**src/rtl/neuron_pkg.sv**
```systemverilog
// Shared definitions for the neuron datapath: FSM state encoding and a
// compile-time log2 used to size counters.
package neuron_pkg;

  typedef enum logic [1:0] {
    IDLE  = 2'd0,
    SHIFT = 2'd1,
    GAP   = 2'd2
  } state_t;

  // Ceiling log2; log2(0) and log2(1) both give 0.
  function automatic int log2(input int value);
    int r;
    r = 0;
    while ((1 << r) < value) r++;
    return r;
  endfunction

endpackage

```
**src/rtl/serial_operand_feeder.sv**
```systemverilog
// Accepts parallel input/weight frames and streams them out bit-serially,
// LSB first, with a one-frame holding buffer and a minimum inter-frame gap.
//
// state | meaning
// IDLE  | no frame on the serial outputs; waits for a buffered frame
// SHIFT | emitting the width bits of the current frame
// GAP   | enforced idle cycles after the last bit of a frame
module serial_operand_feeder
  import neuron_pkg::*;
#(
  parameter int N     = 2,
  parameter int width = 8,
  parameter int gap   = 2 * width
) (
  input  logic                 clk,
  input  logic                 rst,
  input  logic                 load_valid,
  output logic                 load_ready,
  input  logic [N*width-1:0]   load_inp,
  input  logic [N*width-1:0]   load_w,
  output logic                 start,
  output logic [N-1:0]         inp,
  output logic [N-1:0]         w,
  output logic                 busy
);

  localparam int BW = log2(width) + 1;
  localparam int GW = log2(gap) + 1;
  localparam logic [BW-1:0] BIT_LAST = BW'(width - 1);
  localparam logic [GW-1:0] GAP_LAST = GW'((gap > 0) ? gap - 1 : 0);

  state_t        state;
  logic          hold_valid;
  logic [BW-1:0] bit_cnt;
  logic [GW-1:0] gap_cnt;
  logic          accept;
  logic          last_bit;
  logic          gap_done;
  logic          transfer;
  logic          shift_en;

  assign load_ready = ~hold_valid;
  assign accept     = load_valid & ~hold_valid;
  assign last_bit   = (state == SHIFT) && (bit_cnt == '0);
  assign gap_done   = (state == GAP) && (gap_cnt == '0);
  // A buffered frame launches from IDLE, at the end of the gap, or straight
  // after the last bit when there is no gap, so spacing is exactly width+gap.
  assign transfer   = hold_valid && ((state == IDLE) || gap_done || (last_bit && (gap == 0)));
  assign shift_en   = (state == SHIFT) && (bit_cnt != '0);
  assign busy       = (state != IDLE);

  always_ff @(posedge clk) begin
    if (rst) begin
      state      <= IDLE;
      hold_valid <= 1'b0;
      bit_cnt    <= '0;
      gap_cnt    <= '0;
      start      <= 1'b0;
    end else begin
      start      <= transfer;
      hold_valid <= accept | (hold_valid & ~transfer);
      if (transfer) begin
        state   <= SHIFT;
        bit_cnt <= BIT_LAST;
      end else begin
        case (state)
          SHIFT: begin
            if (bit_cnt != '0) begin
              bit_cnt <= bit_cnt - 1'b1;
            end else if (gap == 0) begin
              state <= IDLE;
            end else begin
              state   <= GAP;
              gap_cnt <= GAP_LAST;
            end
          end
          GAP: begin
            if (gap_cnt != '0) gap_cnt <= gap_cnt - 1'b1;
            else               state   <= IDLE;
          end
          default: state <= IDLE;
        endcase
      end
    end
  end

  for (genvar i = 0; i < N; i++) begin : g_lane
    logic [width-1:0] hold_inp;
    logic [width-1:0] hold_w;
    logic [width-1:0] sreg_inp;
    logic [width-1:0] sreg_w;
    logic             inp_q;
    logic             w_q;

    always_ff @(posedge clk) begin
      if (rst) begin
        hold_inp <= '0;
        hold_w   <= '0;
        sreg_inp <= '0;
        sreg_w   <= '0;
        inp_q    <= 1'b0;
        w_q      <= 1'b0;
      end else begin
        if (accept) begin
          hold_inp <= load_inp[i*width +: width];
          hold_w   <= load_w[i*width +: width];
        end
        // Bit 0 goes straight to the output register on transfer; the shift
        // register only holds the bits still to come.
        if (transfer) begin
          inp_q    <= hold_inp[0];
          w_q      <= hold_w[0];
          sreg_inp <= hold_inp >> 1;
          sreg_w   <= hold_w >> 1;
        end else if (shift_en) begin
          inp_q    <= sreg_inp[0];
          w_q      <= sreg_w[0];
          sreg_inp <= sreg_inp >> 1;
          sreg_w   <= sreg_w >> 1;
        end else begin
          inp_q <= 1'b0;
          w_q   <= 1'b0;
        end
      end
    end

    assign inp[i] = inp_q;
    assign w[i]   = w_q;
  end

endmodule

```
**config.mk**
```make
export PLATFORM = sky130hd
export DESIGN_NAME = serial_operand_feeder
export DESIGN_NICKNAME = d
export VERILOG_FILES = /design/src/rtl/neuron_pkg.sv /design/src/rtl/serial_operand_feeder.sv
export SDC_FILE = /design/constraint.sdc
export NUM_CORES = 1
export LEC_CHECK = 0
export BUFFER_PORTS_ARGS = -buffer_cell sky130_fd_sc_hd__buf_2
export CORE_MARGIN = 2
export CORE_UTILIZATION = 55
export CTS_CLUSTER_DIAMETER = 50
export DETAILED_ROUTE_END_ITERATION = 12
export HOLD_SLACK_MARGIN = 0.02
export PLACE_DENSITY = 0.85
export RECOVER_POWER = 50
export REMOVE_ABC_BUFFERS = 1
export SLEW_MARGIN = 20
export SYNTH_ARGS = -nofsm -noshare
export SYNTH_HDL_FRONTEND = slang
export SYNTH_SLANG_ARGS = --single-unit
export TNS_END_PERCENT = 50
```
**constraint.sdc**
```tcl
create_clock -name clk -period 1.7 [get_ports clk]
set_input_delay 0.255 -clock clk [delete_from_list [all_inputs] [get_ports clk]]
set_output_delay 0.255 -clock clk [all_outputs]
set_load 0.03 [all_outputs]
```
==> impl_metrics.tcl <==
set metrics [dict create \
    relSlewSlack_pct 57.7 \
    pre_cts_ws_ns -0.00842 \
    maxCapViolCount 0 \
    cts_buffers 9 \
    hold_viol_final 0 \
    synth_top_area_share_pct 51.9 \
    rsz0062_at_grt "true" \
    synth-main-ff-cell "dfxtp_1" \
    core_area_sq_um 5170 \
    synth-seq-cells 77 \
    synthTopCellsByArea "dfxtp_1 (52%), nand2_1 (13%), a21oi_1 (9.9%), a22oi_1 (6.1%), clkbuf_1 (1.8%)" \
    syn_to_final_growth_pct 24.0 \
    layout.nets 436 \
    insertion_delay_ns 0.36 \
    cp_max_fo 7 \
    die_h_um 77.5 \
    power_w 0.00415 \
    min_path_type "input port to flop" \
    pwr-share-seq_pct 48.2 \
    grt_pass1_vias 2454 \
    antenna_left 0 \
    p_comb_share_pct 18.6 \
    end_kind "flop" \
    leakagePower_nw 1.36 \
    finalSetupViolCount 2 \
    die-area_sq_um 6000 \
    startpoint_type "flop" \
    synth_warnings 0 \
    worstMarginPinSlew_ns 0.635 \
    route.detailed.drc 0 \
    vias_per_cell 5.52 \
    synth_seq_area_share_pct 51.9 \
    fin_crit_sh_pct 103 \
    pin_count 42 \
    finClkSkew_ns 0.00805 \
    min_period_ns 1.74 \
    wire_per_inst_um 14.5 \
    worst-endpoint-arrival_ns 1.97 \
    p_int_w 0.00301 \
    post-dp-hpwl_mm 3.91 \
    drtIter0Drc 123 \
    synthesis.area_per_instance_sq_um 8.36 \
    gp_congestion 0.732 \
    required_ns 1.92 \
    placed_cells 450 \
    p_clk_share_pct 33.2 \
    synth.most_common_cell "nand2_1" \
    clockRootBuffer "clkbuf_8" \
    switchingPower_w 0.00114 \
    grt_max_degree 34 \
    netlist_area_sq_um 2970 \
    grt_pass1_wl_mm 10.6 \
    synth.distinct_cells 34 \
    grt.overflow.total 0 \
    rows 26 \
    synthCells 355 \
    slew_viol_final 0 \
    power_density_nw_per_um2 1130 \
    fmax_mhz 573 \
    yosysTopAreaCell "dfxtp_1" \
    swShare_pct 27.5 \
    clkTransAtPathRegs_ns 0.07 \
    violations "negative setup slack" \
    hold_ws_ns 0.131 \
    stdcell_count 473 \
    status "finished with violations" \
    fin_tns_setup_ns -0.0451 \
    track_usage_pct 22.3 \
    drt_wl_total_mm 6.84 \
    cts_tree "built" \
    ys_top_cells_by_count "nand2_1 (100), dfxtp_1 (77), a21oi_1 (59)" \
    critical_path_class "flop to flop" \
    synth-edff-count 0 \
    initial_core_util_pct 57.4 \
    antenna_cells 0 \
    setup_ws_ns -0.0445 \
    ir_drop_uv 629 \
    synth-async-reset-ratio_pct 0 \
    antenna_found_initial 0 \
    cts_htree_levels 3 \
    die_x_um 77.5 \
    port_buffers 41 \
    clock_sinks 77 \
    drive_gt1_share_pct 26.6 \
    vias 2613 \
    firstDrtPassIters 4 \
    cts_buffer_depth 2 \
]
## stage by stage
stage	utilization, %	cell area [sq um]
floorplan	-	2810
global placement	62.7	3240
detailed placement	62.7	3240
CTS	68.5	3540
global route	71.2	3680
finish	71.2	3680
## per-layer routing
layer  vias to the layer above  part of all wire, %  GRT usage (%)
met5                         -                    0              0
met4                         0                  2.5           13.9
met3                        15                  4.5           5.70
met2                        60                   50           37.8
met1                      1241                   43           24.9
li1                       1297                    -              -
## power groups by stage
stage / clock network, W / registers (W) / logic (W)
after floorplan: 0 / 0.00202 / 0.000357
after global placement: 0 / 0.00203 / 0.000573
after detailed placement: 0 / 0.00204 / 0.000597
after CTS: 0.00140 / 0.00200 / 0.000682
after global routing: 0.00146 / 0.00202 / 0.000846
final: 0.00138 / 0.00200 / 0.000773
## final timing paths
check / to / cells after the start / slack [ns] / from
max: g_lane[0].sreg_w[1]$_SDFFE_PP0P_ / 7 / -0.04 / bit_cnt[1]$_SDFFE_PP0P_
min: g_lane[0].hold_inp[4]$_SDFFE_PP0P_ / 3 / 0.13 / load_inp[4]
max reg2reg: g_lane[0].sreg_w[1]$_SDFFE_PP0P_ / 7 / -0.04 / bit_cnt[1]$_SDFFE_PP0P_
min reg2reg: g_lane[1].sreg_w[3]$_SDFFE_PP0P_ / 2 / 0.45 / g_lane[1].hold_w[4]$_SDFFE_PP0P_
## cell type report
type | count | area (sq um)
clock buffers | 11 | 151
clock inverters | 4 | 47.5
fillers | 379 | 1490
inverters | 6 | 22.5
multi-input cells | 243 | 1380
flip-flops and latches | 77 | 1550
well taps | 70 | 87.6
repair buffers | 62 | 450
## worst max-delay path, stage by stage (launching register included)
cell       delay [ns]
dfxtp_2          0.33
inv_1            0.07
ha_2             0.17
or3b_4           0.38
and2_4           0.19
clkbuf_16        0.17
a22oi_1          0.21
a21oi_1          0.09
## placed cells by master (no fill, tap or decap), types with 2 or more instances in the layout
master and n:
nand3_1 5, xor2_1 2, clkbuf_16 2, clkbuf_1 5, nand2b_1 2, a211oi_1 2
nand2_1 100, nor4b_1 2, or2_2 2, nor3_1 9, dfxtp_1 73, clkinv_2 2
a22oi_1 9, a311oi_2 2, a22oi_2 15, a21oi_1 58, nor2_1 13, buf_4 13
a311oi_1 3, buf_12 3, clkbuf_8 11, dfxtp_2 4, inv_1 4, buf_2 36
inv_2 2
## state kept, by name, summed over array words and instances (netlist names), 2 cells and up
register	flops
bit_cnt	4
g_lane.hold_inp	16
g_lane.hold_w	16
g_lane.inp_q	2
g_lane.sreg_inp	14
g_lane.sreg_w	14
g_lane.w_q	2
gap_cnt	5
state	2
## what timing repair did
item,in CTS,in global routing
hold buffers,0,0
endpoints found under the hold margin,0,0
setup endpoints to repair,17,39
buffers inserted,4,0
gates resized for setup,13,21
cloned,1,3
pin swaps,1,9
## cells by family after synthesis
| family | count (synthesis) | synth area share, % |
|---|---|---|
| xor gates and xnor gates | 3 | 0.885 |
| buffers and inverters | 35 | 6.03 |
| AOI/OAI and AO/OA | 95 | 19.2 |
| DFF | 77 | 51.9 |
| and+or+nand+nor | 143 | 21.1 |
| adders and majority gates | 2 | 0.843 |
Note: power is estimated with default switching activity, not from simulation.
